**src/rtl/add24_arbiter.sv**
```systemverilog
// add24_arbiter: two requesters share one 24-bit CLA through a 2-stage pipeline
// Ports:
//   i_clk, i_rst                       clock, synchronous active-high reset
//   i_reqN_valid/o_reqN_ready          requester N handshake (N = 0, 1)
//   i_reqN_a, i_reqN_b, i_reqN_cin     requester N operands
//   o_rsp_valid/i_rsp_ready            result handshake
//   o_rsp_sum, o_rsp_carry, o_rsp_id   {carry, sum} = a + b + cin, owning requester
//   o_inflight                         accepted but unreturned operations (0..2)
// Config: define ADD24_ARB_RR_EN for round-robin arbitration, otherwise
//   requester 0 has fixed priority.

module CLA_24bit (
   input  logic [23:0] a,
   input  logic [23:0] b,
   input  logic        cin,
   output logic [23:0] sum,
   output logic        cout
);
   logic [23:0] g, p;
   logic [24:0] c;
   assign g    = a & b;
   assign p    = a ^ b;
   assign c[0] = cin;
   // Six 4-bit lookahead groups; carries ripple between groups.
   for (genvar k = 0; k < 6; k++) begin : grp
      logic [3:0] gg, pp;
      logic       ci;
      assign gg = g[4*k +: 4];
      assign pp = p[4*k +: 4];
      assign ci = c[4*k];
      assign c[4*k+1] = gg[0] | (pp[0] & ci);
      assign c[4*k+2] = gg[1] | (pp[1] & gg[0]) | (pp[1] & pp[0] & ci);
      assign c[4*k+3] = gg[2] | (pp[2] & gg[1]) | (pp[2] & pp[1] & gg[0])
                      | (pp[2] & pp[1] & pp[0] & ci);
      assign c[4*k+4] = gg[3] | (pp[3] & gg[2]) | (pp[3] & pp[2] & gg[1])
                      | (pp[3] & pp[2] & pp[1] & gg[0])
                      | (pp[3] & pp[2] & pp[1] & pp[0] & ci);
   end
   assign sum  = p ^ c[23:0];
   assign cout = c[24];
endmodule

module add24_arbiter (
   input  logic        i_clk,
   input  logic        i_rst,
   input  logic        i_req0_valid,
   output logic        o_req0_ready,
   input  logic [23:0] i_req0_a,
   input  logic [23:0] i_req0_b,
   input  logic        i_req0_cin,
   input  logic        i_req1_valid,
   output logic        o_req1_ready,
   input  logic [23:0] i_req1_a,
   input  logic [23:0] i_req1_b,
   input  logic        i_req1_cin,
   output logic        o_rsp_valid,
   input  logic        i_rsp_ready,
   output logic [23:0] o_rsp_sum,
   output logic        o_rsp_carry,
   output logic        o_rsp_id,
   output logic [1:0]  o_inflight
);
   logic        s1_valid, s1_cin, s1_id;
   logic [23:0] s1_a, s1_b, add_sum;
   logic        add_cout, s1_free, s2_free, gnt1, acc, rsp_fire;
   assign s2_free  = ~o_rsp_valid | i_rsp_ready;
   assign s1_free  = ~s1_valid | s2_free;
   assign rsp_fire = o_rsp_valid & i_rsp_ready;
`ifdef ADD24_ARB_RR_EN
   logic last;
   // On a contest the requester not served last wins; reset makes 0 win first.
   assign gnt1 = i_req1_valid & (~i_req0_valid | ~last);
   always_ff @(posedge i_clk)
      if (i_rst) last <= 1'b1;
      else if (acc) last <= gnt1;
`else
   assign gnt1 = i_req1_valid & ~i_req0_valid;
`endif
   assign o_req0_ready = ~i_rst & s1_free & i_req0_valid & ~gnt1;
   assign o_req1_ready = ~i_rst & s1_free & gnt1;
   assign acc          = o_req0_ready | o_req1_ready;
   CLA_24bit u_cla (.a(s1_a), .b(s1_b), .cin(s1_cin), .sum(add_sum), .cout(add_cout));
   always_ff @(posedge i_clk)
      if (i_rst) begin
         s1_valid <= 1'b0;
         s1_a     <= '0;
         s1_b     <= '0;
         s1_cin   <= 1'b0;
         s1_id    <= 1'b0;
      end else if (acc) begin
         s1_valid <= 1'b1;
         s1_a     <= gnt1 ? i_req1_a : i_req0_a;
         s1_b     <= gnt1 ? i_req1_b : i_req0_b;
         s1_cin   <= gnt1 ? i_req1_cin : i_req0_cin;
         s1_id    <= gnt1;
      end else if (s2_free) s1_valid <= 1'b0;
   always_ff @(posedge i_clk)
      if (i_rst) begin
         o_rsp_valid <= 1'b0;
         o_rsp_sum   <= '0;
         o_rsp_carry <= 1'b0;
         o_rsp_id    <= 1'b0;
      end else if (s2_free) begin
         o_rsp_valid <= s1_valid;
         if (s1_valid) begin
            o_rsp_sum   <= add_sum;
            o_rsp_carry <= add_cout;
            o_rsp_id    <= s1_id;
         end
      end
   always_ff @(posedge i_clk)
      if (i_rst) o_inflight <= 2'd0;
      else if (acc & ~rsp_fire) o_inflight <= o_inflight + 2'd1;
      else if (~acc & rsp_fire) o_inflight <= o_inflight - 2'd1;
endmodule

```
**config.mk**
```make
export PLATFORM = sky130hd
export DESIGN_NAME = add24_arbiter
export DESIGN_NICKNAME = d
export VERILOG_FILES = /design/src/rtl/add24_arbiter.sv
export SDC_FILE = /design/constraint.sdc
export NUM_CORES = 1
export LEC_CHECK = 0
export BUFFER_PORTS_ARGS = -buffer_cell sky130_fd_sc_hd__buf_2
export CAP_MARGIN = 20
export CORE_ASPECT_RATIO = 1.4
export CORE_MARGIN = 2
export CORE_UTILIZATION = 56
export CTS_BUF_LIST = sky130_fd_sc_hd__clkbuf_16
export CTS_CLUSTER_SIZE = 14
export DETAILED_ROUTE_END_ITERATION = 8
export GPL_TIMING_DRIVEN = 0
export PLACE_DENSITY = 0.86
export SLEW_MARGIN = 25
export SYNTH_ARGS = -nofsm -noshare
export SYNTH_HDL_FRONTEND = slang
export SYNTH_SLANG_ARGS = --single-unit
```
**constraint.sdc**
```tcl
create_clock -name i_clk -period 5.1 [get_ports i_clk]
set_input_delay 0.255 -clock i_clk [delete_from_list [all_inputs] [get_ports i_clk]]
set_output_delay 0.255 -clock i_clk [all_outputs]
set_load 0.05 [all_outputs]
```
# == Word level (Yosys, flattened, before mapping) ==
# Index checks and enable logic that the tools add are counted.
# op_classes
addsub,2
muxes,7
n_bitwise,177
n_reduce_logical,3
# op_table
cell,count
1-bit bitwise AND,104
1-bit OR,63
24-bit 2-to-1 mux,2
24-bit XOR,2
24-bit bitwise AND,1
1-bit inverter,7
2-bit 2-to-1 mux,2
2-bit nonzero test,2
1-bit 2-to-1 mux,3
"2-bit by 1-bit adder with 2-bit output, second input constant",1
2-bit AND reduction,1
"2-bit by 1-bit subtractor with 2-bit output, second input constant",1
# word_totals
ff_bits,80
inputBits,103
out_inout_bits,31
elab_cells,199

# == Logic depth before layout (Yosys ltp) ==
# Gate-level depths: netlist (run 1).
# logic_depth
word_depth,17
mapped_depth,11
mapped_depth_nobuf,10

# == Modules after synthesis ==
# Synthesis (run 1) repeated with hierarchy kept, for this count alone.
# unflattened
cells_unflattened,569
hier_area_um2,4619.4
# by_module_without_submodules
mod,n_inst,cells_per_inst,area_each_um2,seq_area_each_um2
add24_arbiter,1,426,3439.5,1601.5
CLA_24bit,1,143,1179.9,0.0

# == Worst setup path before layout (run 1) ==
# No wires, ideal clock.
# synth_path
kind,reg-to-reg
start,register o_rsp_valid
end,register o_inflight[1]
setup_ps,70
arrival_ps,2760
t_required_ps,5030
path_slack_ps,2270
stages_incl_launch_ff,10
n_path_buf,2
synth_period_minus_slack_ps,2830
cell_sequence,dfxtp_1 -> nor2b_1 -> a21oi_1 -> and2_1 -> or2_1 -> clkbuf_1 -> buf_2 -> ha_1 -> or3_1 -> a21oi_1
# synth_via
word_cells_on_any_way,15
classes_between,1 x mux; 13 x bitwise; 1 x reduce/logical
# synth_lines
item,line_no,text
from (decl),56,"output logic o_rsp_valid,"
from (signal assigned),104,o_rsp_valid <= s1_valid;
1-bit inverter (*),66,assign s2_free = ~o_rsp_valid | i_rsp_ready;
1-bit OR (*),66,
1-bit OR (*),67,assign s1_free = ~s1_valid | s2_free;
1-bit bitwise AND (*) (2 in a row),80,assign o_req1_ready = ~i_rst & s1_free & gnt1;
via o_req1_ready,52,"output logic o_req1_ready,"
1-bit OR (*),81,assign acc = o_req0_ready | o_req1_ready;
via acc,65,"logic add_cout, s1_free, s2_free, gnt1, acc, rsp_fire;"
1-bit inverter,114,else if (~acc & rsp_fire) o_inflight <= o_inflight - 2'd1;
1-bit bitwise AND,114,
2-bit nonzero test (no line),--,
to (signal assigned),113,else if (acc & ~rsp_fire) o_inflight <= o_inflight + 2'd1;
to (signal assigned),114,
to (decl),61,output logic [1:0] o_inflight
# The timed path passes the listed nets; every way through them passes the cells marked *.
# A chain may end at the register's enable or synchronous reset.

# == Final worst setup path (run 1) ==
# layout_path
start,register s1_a[0]
end,register o_rsp_sum[13]
# layout_via
elab_chain_cells,11
word_cells_on_any_way,14
classes_between,14 x bitwise
# layout_lines
item,line_no,text
from (decl),64,"logic [23:0] s1_a, s1_b, add_sum;"
from (signal assigned),92,s1_a <= gnt1 ? i_req1_a : i_req0_a;
24-bit bitwise AND / 24-bit XOR (equally long branches),"21, 22",
1-bit bitwise AND (on tied branches),"36, 37",
1-bit OR / 1-bit bitwise AND (equally long branches),"36, 37",
1-bit OR (*),37,| (pp[3] & pp[2] & pp[1] & pp[0] & ci);
1-bit bitwise AND (*),37,
1-bit OR (*),37,
1-bit bitwise AND (*),37,
1-bit OR (*),37,
1-bit bitwise AND (*),31,assign c[4*k+1] = gg[0] | (pp[0] & ci);
1-bit OR (*),31,
24-bit XOR (*),39,assign sum = p ^ c[23:0];
to (signal assigned),106,o_rsp_sum <= add_sum;
to (decl),58,"output logic [23:0] o_rsp_sum,"
# Every way passes the cells marked *; elsewhere a longest branch is shown, timed or not.

==> results of run 1 <==
==> final timing paths <==
check                        to  cells after the start  slack [ps]   startpoint
setup / recovery  o_rsp_sum[13]                     10        2070      s1_a[0]
hold / removal          s1_a[2]                      3         250  i_req0_a[2]
setup reg to reg  o_rsp_sum[13]                     10        2070      s1_a[0]
hold reg to reg        o_rsp_id                      2         450     o_rsp_id
==> worst max-delay path, cell delays in order, from the launching register on <==
cell      delay (ps)
dfxtp_1          330
ha_1             330
a211oi_2         270
nor2_1           150
a211oi_2         430
o21ai_0          250
a21oi_1          290
o21bai_1         110
fa_1             390
xnor2_1          150
a211oi_1         240
==> kinds of logic (layout without fill, tap and decap cells) <==
group	Yosys count	count (layout)	synth area share [%]
buf+inv	42	191	3.90
fa+ha+maj	31	31	10.1
compound gates	119	119	19.6
flops	80	80	37.2
mux	49	49	11.4
xor+xnor	13	13	2.65
simple gates	140	140	15.2
==> area by class of cell <==
cell class | instances | area share [%]
buffer | 32 | 2.42
clock buffer | 9 | 4.19
clock inverter | 7 | 1.19
inverter | 10 | 0.698
multi-input combinational | 352 | 47.1
sequential | 80 | 29.8
tap | 97 | 2.26
timing repair buffer | 133 | 12.4
==> power by group <==
group          switching [mW]  internal [mW]
Combinational           0.239          0.151
Clock                   0.257          0.374
Sequential             0.0353          0.675
==> synth_stat cells, types with 2 or more instances <==
cell type and number:
ha_1 25, buf_2 8, and3_1 2, o31ai_1 3, nand4_1 3, a211oi_2 2
fa_1 6, nor4b_1 2, nor3_1 4, mux2i_1 49, a21o_1 5, o21bai_1 2
nand3_1 10, nor3b_1 2, o21ai_1 3, xnor2_1 9, xor2_1 4, inv_1 10
o211ai_2 2, dfxtp_1 80, nor2b_1 4, a211oi_1 58, a21oi_1 26, o21ai_0 7
clkbuf_1 24, or3_1 2, or4_1 2, nand2b_1 2, nor2_1 67, nand2_1 31
a31oi_1 2
==> layer usage <==
metal / track usage (%) / vias to the layer above
met5: 0 / -
met4: 13.3 / 0
met3: 5.62 / 31
met2: 52.9 / 152
met1: 32.1 / 1902
li1: - / 2004
==> sequential cells by signal, indices dropped and copies added (netlist names) <==
register and count:
o_rsp_valid 1, o_inflight 2, s1_cin 1, o_rsp_carry 1
s1_b 24, s1_a 24, s1_valid 1, o_rsp_id 1
s1_id 1, o_rsp_sum 24
==> qor.txt, run 1 <==
ratio of routed vias to standard cells = 5.68
starting DRC count in detailed routing = 198
M1 WL = 4610 um
multi-input logic area = 2530 um2
WL final = 11800 um
HP Class = in -> reg
Placed Cells = 704
CTS tree = yes
CTS H-Tree Depth = 3
leading area contributor after synthesis = dfxtp_1
share of post-route cells with drive strength above 1 = 26.8%
Synth Flop Type = dfxtp_1
post-route ant nets = 0
pre-CTS setup slack = 2240 ps
GPL Wtd Cong = 0.895
Clock Tree Buf Depth = 2
post-synthesis instance area = 4300 um2
synth top area cells = dfxtp_1 37%, mux2i_1 11%, a211oi_1 10%, ha_1 7.3%, nor2_1 5.8%
Worst Setup End Kind = register
Max-Slew Margin vs Limit = 45.2%
FF/Latch Area = 1600 um2
final net count = 752
maxcap violations = 0
sequential area share after synthesis = 37.2%
worst vdd ir = 0.221 mV
port bufs = 133
CP max FO = 4
Setup CP Type = reg -> reg
clk_lat worst skew = 340 ps
Post-synth EDFFs = 0
drt wl/cell = 16.4 um
number of synthesized register bits = 80
Placed Area = 5090 um2
post-layout power = 1.73 mW
Synth Net Count = 608
DIE HEIGHT = 108 um
setup repair bufs after CTS = 0
Root Buffer = clkbuf_16
Final Hold Violating Endpoints = 0
RSZ-0062 raised after global routing = false
Finished Layout Cells = 720
Initial DRT Pass Iterations = 4
synth warn = 0
largest net degree at the start of global routing = 14
Layout fillers = 588
Die Width = 78.1 um
async set-or-reset flop fraction in the synthesized netlist = 0%
routed length on met2 = 6000 um
Synth cell types = 49
clock sinks = 80
highest routed layer = met4
hold_ws = 254 ps
fin. max-slew vios = 0
vias in the first global route = 4105
Tmin final = 3030 ps
pwr/cell area = 322 nW/um2
most common cell after layout, fill and taps aside = buf_2
Synth top area share = 37.2%
post-layout util = 72.6%
DRC Markers = 0
Final Instance Area = 5380 um2
clock slew at the register clock pins of the worst setup and hold paths = 60 ps
setup_tns = 0 ps
final period utilization = 59.4%
Worst Max-Slew Pin Slew = 822 ps
initial antenna violation count = 0
GRT Total Usage = 29.0%
CTS buffer count = 9
vias = 4089
most frequent cells in the layout = 141 x buf_2, 80 x dfxtp_1, 67 x nor2_1
nature of the critical path startpoint = register
Critical Path AT = 3270 ps
initial core utilization = 58.1%
first-pass GRT wire length = 18900 um
syn_area_per_cell = 9.07 um2
status = complete, no violations
post-DP HPWL = 8980 um
Syn Inst Count = 474
worst setup margin = 2070 ps
clock skew = 8.07 ps
achievable frequency = 330 MHz
total grt overflow = 0
Routed met3 length = 756 um
diode count = 0
WP data required = 5350 ps
Area Growth Syn to Fin = 25.0%
Final Setup Violations = 0
Hold Buf Count CTS = 0
leakage = 2.43 nW
DIE AREA = 8410 um2
# rows = 37
Resized cells post-CTS = 0
core area = 7410 um2
I/O pins = 134
Power figures use the tool's default switching activity.
==> run 2: changes to the inputs <==
- CORE_UTILIZATION: 56 -> 52
- PLACE_DENSITY: 0.86 -> 0.81
- clock period: 5.1 -> 3.1 ns (I/O delays scaled with it)
==> run 2 against run 1 <==
Compared with the run above:
- routed wire length decreased by 1.9%
- worst hold slack got worse by 91 ps
- combinational power increased by 64%
- non-clock buffer count unchanged
- largest power group unchanged
==> qor.txt, run 2 (synthesized netlist as in run 1, its figures left out) <==
clock skew = 5.48 ps (was 8.07 ps)
achievable frequency = 352 MHz (was 330 MHz)
initial core utilization = 53.1% (was 58.1%)
CP max FO = 4 (unchanged)
Slowest cell on crit path = fa_1 (was a211oi_2)
Placed Cells = 709 (was 704)
DIE HEIGHT = 112 um (was 108 um)
clk_lat worst skew = 330 ps (was 340 ps)
largest net degree at the start of global routing = 13 (was 14)
vias in the first global route = 3919 (was 4105)
Layout fillers = 709 (was 588)
WL final = 11600 um (was 11800 um)
worst vdd ir = 0.329 mV (was 0.221 mV)
Max-Slew Margin vs Limit = 45.5% (was 45.2%)
fin. max-slew vios = 0 (unchanged)
pwr/cell area = 512 nW/um2 (was 322 nW/um2)
pre-CTS setup slack = 242 ps (was 2240 ps)
GPL Wtd Cong = 0.921 (was 0.895)
clock sinks = 80 (unchanged)
initial antenna violation count = 0 (unchanged)
total grt overflow = 0 (unchanged)
starting DRC count in detailed routing = 227 (was 198)
final net count = 752 (unchanged)
final period utilization = 91.5% (was 59.4%)
GRT Total Usage = 26.0% (was 29.0%)
share of post-route cells with drive strength above 1 = 26.6% (was 26.8%)
FF/Latch Area = 1600 um2 (unchanged)
HP Class = in -> reg (unchanged)
drt wl/cell = 16.0 um (was 16.4 um)
Worst Setup End Kind = register (unchanged)
Final Instance Area = 5350 um2 (was 5380 um2)
diode count = 0 (unchanged)
hold_ws = 163 ps (was 254 ps)
crit-path cells = ha_1 > a211oi_2 > nor2_1 > a211oi_4 > o21ai_0 > a21oi_1 > o21bai_1 > fa_1 > xnor2_1 > a211oi_1 (was ha_1 > a211oi_2 > nor2_1 > a211oi_2 > o21ai_0 > a21oi_1 > o21bai_1 > fa_1 > xnor2_1 > a211oi_1)
port bufs = 133 (unchanged)
Clock Tree Buf Depth = 2 (unchanged)
worst setup margin = 263 ps (was 2070 ps)
Tmin final = 2840 ps (was 3030 ps)
# rows = 39 (was 37)
setup_tns = 0 ps (unchanged)
CTS tree = yes (unchanged)
I/O pins = 134 (unchanged)
Die Width = 80.9 um (was 78.1 um)
leakage = 2.43 nW (about the same)
core area = 8100 um2 (was 7410 um2)
Root Buffer = clkbuf_16 (unchanged)
Finished Layout Cells = 723 (was 720)
Initial DRT Pass Iterations = 4 (unchanged)
vias = 4071 (was 4089)
CTS buffer count = 9 (unchanged)
status = complete, no violations (unchanged)
biggest regs = o_rsp_sum: 24 flops, s1_a: 24 flops, s1_b: 24 flops (unchanged)
RSZ-0062 raised after global routing = false (unchanged)
post-DP HPWL = 8770 um (was 8980 um)
maxcap violations = 0 (unchanged)
Final Setup Violations = 0 (unchanged)
Final Hold Violating Endpoints = 0 (unchanged)
most common cell after layout, fill and taps aside = buf_2 (unchanged)
Area Growth Syn to Fin = 24.5% (was 25.0%)
Worst Max-Slew Pin Slew = 817 ps (was 822 ps)
WP data required = 3350 ps (was 5350 ps)
Placed Area = 5090 um2 (about the same)
Hold Buf Count CTS = 0 (unchanged)
R2R Setup Slk = 260 ps (was 2070 ps)
most frequent cells in the layout = 141 x buf_2, 80 x dfxtp_1, 67 x nor2_1 (unchanged)
multi-input logic area = 2540 um2 (was 2530 um2)
DIE AREA = 9020 um2 (was 8410 um2)
ratio of routed vias to standard cells = 5.63 (was 5.68)
Max stage delay on crit path = 380 ps (was 430 ps)
post-route ant nets = 0 (unchanged)
clock slew at the register clock pins of the worst setup and hold paths = 60 ps (about the same)
CTS H-Tree Depth = 3 (unchanged)
DRC Markers = 0 (unchanged)
Setup CP Type = reg -> reg (unchanged)
Critical Path AT = 3080 ps (was 3270 ps)
first-pass GRT wire length = 17900 um (was 18900 um)
nature of the critical path startpoint = register (unchanged)
## run 2: cell types whose count changed in the layout (fill, tap and decap cells not counted), sizes merged
cell	previous run	this run
bufinv	1	0
clkinvlp	2	0
clkinv	3	4
## run 2: cell type report
| cell class | instances | area share, % |
|---|---|---|
| inverters | 10 | 0.701 |
| flip-flops and latches | 80 | 29.9 |
| repair buffers | 133 | 12.4 |
| clock buffers | 9 | 4.21 |
| clock inverters | 5 | 0.514 |
| plain buffers | 32 | 2.43 |
| multi-input cells | 352 | 47.4 |
| well taps | 102 | 2.38 |
## run 2: worst paths after layout
kind / startpoint / to / cells past startpoint
max reg2reg: s1_a[0] / o_rsp_sum[13] / 10
max: s1_a[0] / o_rsp_sum[13] / 10
min: i_rsp_ready / o_rsp_valid / 4
min reg2reg: o_rsp_sum[14] / o_rsp_sum[14] / 2
## run 2: metal layers
metal	vias to the layer above	wire, um	track usage, %
li1	2005	-	-
met1	1870	4360	28.8
met2	167	6020	46.8
met3	29	799	3.32
met4	0	373	13.3
met5	-	0	0
## run 2: where the power goes
| part | switching [mW] | leakage, nW | internal [mW] |
|---|---|---|---|
| Clock | 0.403 | 0.132 | 0.527 |
| Sequential | 0.0583 | 0.659 | 1.11 |
| Combinational | 0.393 | 1.63 | 0.248 |
| Total | 0.854 | 2.43 | 1.89 |
## run 2: what timing repair did
| action | CTS | global route |
|---|---|---|
| gates resized for setup | 0 | 1 |
| setup endpoints to repair | 0 | 1 |
| buffers inserted | 0 | 0 |
## run 2: per-stage QoR
| stage | total power, mW | util, % |
|---|---|---|
| after floorplan | 1.63 | - |
| after global placement | 1.80 | 62.9 |
| after detailed placement | 1.82 | 62.9 |
| after CTS | 2.74 | 66.0 |
| after global routing | 2.85 | 66.1 |
| final | 2.74 | 66.1 |
## run 2: critical path: cells and delay by family (launching register included)
kind | cells | cell delay [ps]
AOI/OAI and AO/OA | 6 | 1430
and+or+nand+nor | 1 | 130
xor gates and xnor gates | 1 | 130
DFF | 1 | 330
adders and majority gates | 2 | 710
==> run 3: changes to the inputs <==
==> constraint.sdc (replaced) <==
create_clock -name i_clk -period 3.1 [get_ports i_clk]
set_input_delay 0.155 -clock i_clk [delete_from_list [all_inputs] [get_ports i_clk]]
set_output_delay 0.155 -clock i_clk [all_outputs]
set_load 0.1 [all_outputs]
==> run 3 against run 2 <==
Compared with the run above:
- routed wire length fell by 0.93%
- maximum frequency fell by 1.4%
- sequential power barely moved
- non-clock buffer count unchanged
- critical path depth unchanged
- core utilization grew 0.093 points
- global-route usage increased by 0.28 points
- largest power group unchanged
==> qor.txt, run 3 (synthesized netlist as in run 1, its figures left out) <==
Worst Max-Slew Pin Slew = 834 ps (was 817 ps)
clock skew = 7.69 ps (was 5.48 ps)
I/O pins = 134 (unchanged)
drt wl/cell = 15.8 um (was 16.0 um)
fin. max-slew vios = 0 (unchanged)
Hold Buf Count CTS = 0 (unchanged)
DIE AREA = 9020 um2 (unchanged)
Resized cells post-CTS = 0 (unchanged)
CTS tree = yes (unchanged)
pre-CTS setup slack = 244 ps (was 242 ps)
post-route ant nets = 0 (unchanged)
vias = 4060 (was 4071)
initial antenna violation count = 0 (unchanged)
Worst Setup End Kind = register (unchanged)
Clock Tree Buf Depth = 2 (unchanged)
worst r2r path cells = 10 (unchanged)
diode count = 0 (unchanged)
clock slew at the register clock pins of the worst setup and hold paths = 60 ps (about the same)
Max-Slew Margin vs Limit = 44.4% (was 45.5%)
Slowest cell on crit path = a211oi_2 (was fa_1)
Finished Layout Cells = 725 (was 723)
final period utilization = 92.8% (was 91.5%)
# rows = 39 (unchanged)
status = complete, no violations (unchanged)
crit-path cells = ha_1 > a211oi_2 > nor2_1 > a211oi_2 > o21ai_0 > a21oi_1 > o21bai_1 > fa_1 > xnor2_1 > a211oi_1 (was ha_1 > a211oi_2 > nor2_1 > a211oi_4 > o21ai_0 > a21oi_1 > o21bai_1 > fa_1 > xnor2_1 > a211oi_1)
final net count = 752 (unchanged)
core area = 8100 um2 (unchanged)
FF/Latch Area = 1600 um2 (about the same)
R2R Setup Slk = 220 ps (was 260 ps)
Max stage delay on crit path = 380 ps (about the same)
vias in the first global route = 3966 (was 3919)
WL final = 11400 um (was 11600 um)
leakage = 2.42 nW (was 2.43 nW)
first-pass GRT wire length = 18000 um (was 17900 um)
RR Endpoint = o_rsp_sum[13] (unchanged)
initial core utilization = 53.1% (unchanged)
CTS buffer count = 9 (unchanged)
total grt overflow = 0 (unchanged)
Worst R2R Start = s1_a[0] (unchanged)
post-DP HPWL = 8850 um (was 8770 um)
HP Class = in -> reg (unchanged)
CTS H-Tree Depth = 3 (unchanged)
GPL Wtd Cong = 0.922 (was 0.921)
Worst Path Buf+Inv = 0 (unchanged)
Tmin final = 2880 ps (was 2840 ps)
clk_lat worst skew = 350 ps (was 330 ps)
Layout fillers = 717 (was 709)
most used cell, CP = a211oi_2
hold depth = 3 (was 4)
nature of the critical path startpoint = register (unchanged)
Final Hold Violating Endpoints = 0 (unchanged)
CP max FO = 4 (unchanged)
multi-input logic area = 2530 um2 (was 2540 um2)
most frequent cells in the layout = 141 x buf_2, 79 x dfxtp_1, 67 x nor2_1 (was 141 x buf_2, 80 x dfxtp_1, 67 x nor2_1)
most common cell after layout, fill and taps aside = buf_2 (unchanged)
biggest regs = o_rsp_sum: 24 flops, s1_a: 24 flops, s1_b: 24 flops (unchanged)
worst vdd ir = 0.341 mV (was 0.329 mV)
Final Setup Violations = 0 (unchanged)
Largest delay share family, worst path = compound AO/OA/AOI/OAI gates (unchanged)
clock sinks = 80 (unchanged)
achievable frequency = 348 MHz (was 352 MHz)
DRC Markers = 0 (unchanged)
worst setup margin = 224 ps (was 263 ps)
ratio of routed vias to standard cells = 5.60 (was 5.63)
pwr/cell area = 534 nW/um2 (was 512 nW/um2)
port bufs = 133 (unchanged)
setup repair bufs after CTS = 0 (unchanged)
Critical Path AT = 3130 ps (was 3080 ps)
Area Growth Syn to Fin = 24.7% (was 24.5%)
Placed Cells = 709 (unchanged)
Root Buffer = clkbuf_16 (unchanged)
Hold Path End = s1_a[2] (was o_rsp_valid)
starting DRC count in detailed routing = 171 (was 227)
Die Width = 80.9 um (unchanged)
share of post-route cells with drive strength above 1 = 26.8% (was 26.6%)
hold_ws = 143 ps (was 163 ps)
Initial DRT Pass Iterations = 4 (unchanged)
maxcap violations = 0 (unchanged)
largest net degree at the start of global routing = 14 (was 13)
WP data required = 3350 ps (about the same)
Setup CP Type = reg -> reg (unchanged)
GRT Total Usage = 26.2% (was 26.0%)
RSZ-0062 raised after global routing = false (unchanged)
setup_tns = 0 ps (unchanged)
min-delay src = i_req0_a[2] (was i_rsp_ready)
DIE HEIGHT = 112 um (unchanged)
[run 3: tightest hold or removal path, stage by stage]
cell and delay, ps:
buf_2 90, mux2i_1 110, a211oi_1 80
[run 3: final cells by class]
class	instances	share of cell area (%)
Buffer	32	2.43
Clock buffer	9	4.20
Clock inverter	7	0.747
Inverter	10	0.700
Multi-Input combinational cell	352	47.2
Sequential cell	80	29.9
Tap cell	102	2.38
Timing Repair Buffer	133	12.4
[run 3: how the worst max path moves through the flow]
stage           startpoint            end  slack (ps)  cells after the start
2_1_floorplan  o_rsp_valid  o_inflight[1]          20                     11
3_3_place_gp       s1_a[0]  o_rsp_sum[13]         330                     10
3_5_place_dp       s1_a[0]  o_rsp_sum[13]         240                     10
4_1_cts            s1_a[0]  o_rsp_sum[13]         220                     10
5_1_grt            s1_a[0]  o_rsp_sum[13]          40                     10
6_report           s1_a[0]  o_rsp_sum[13]         220                     10
[run 3: report_power, final]
group / leakage, nW / internal (mW) / total, mW / switching [mW]
Clock: 0.132 / 0.534 / 0.962 / 0.427
Combinational: 1.63 / 0.247 / 0.732 / 0.485
Sequential: 0.659 / 1.11 / 1.17 / 0.0587
[run 3: layer usage]
metal	GRT usage (%)	vias to the layer above	share of wire [%]
met5	0	-	0
met4	12.4	0	2.8
met3	3.24	26	5.0
met2	48.0	142	54
met1	29.1	1883	39
li1	-	2009	-
[run 3: metrics by stage]
stage | util [%] | total power [mW] | instance area (um2)
final | 66.2 | 2.86 | 5360
after global routing | 66.2 | 2.98 | 5360
after CTS | 66.2 | 2.86 | 5360
after detailed placement | 62.9 | 1.92 | 5100
after global placement | 62.9 | 1.90 | 5100
after floorplan | - | 1.72 | 4300
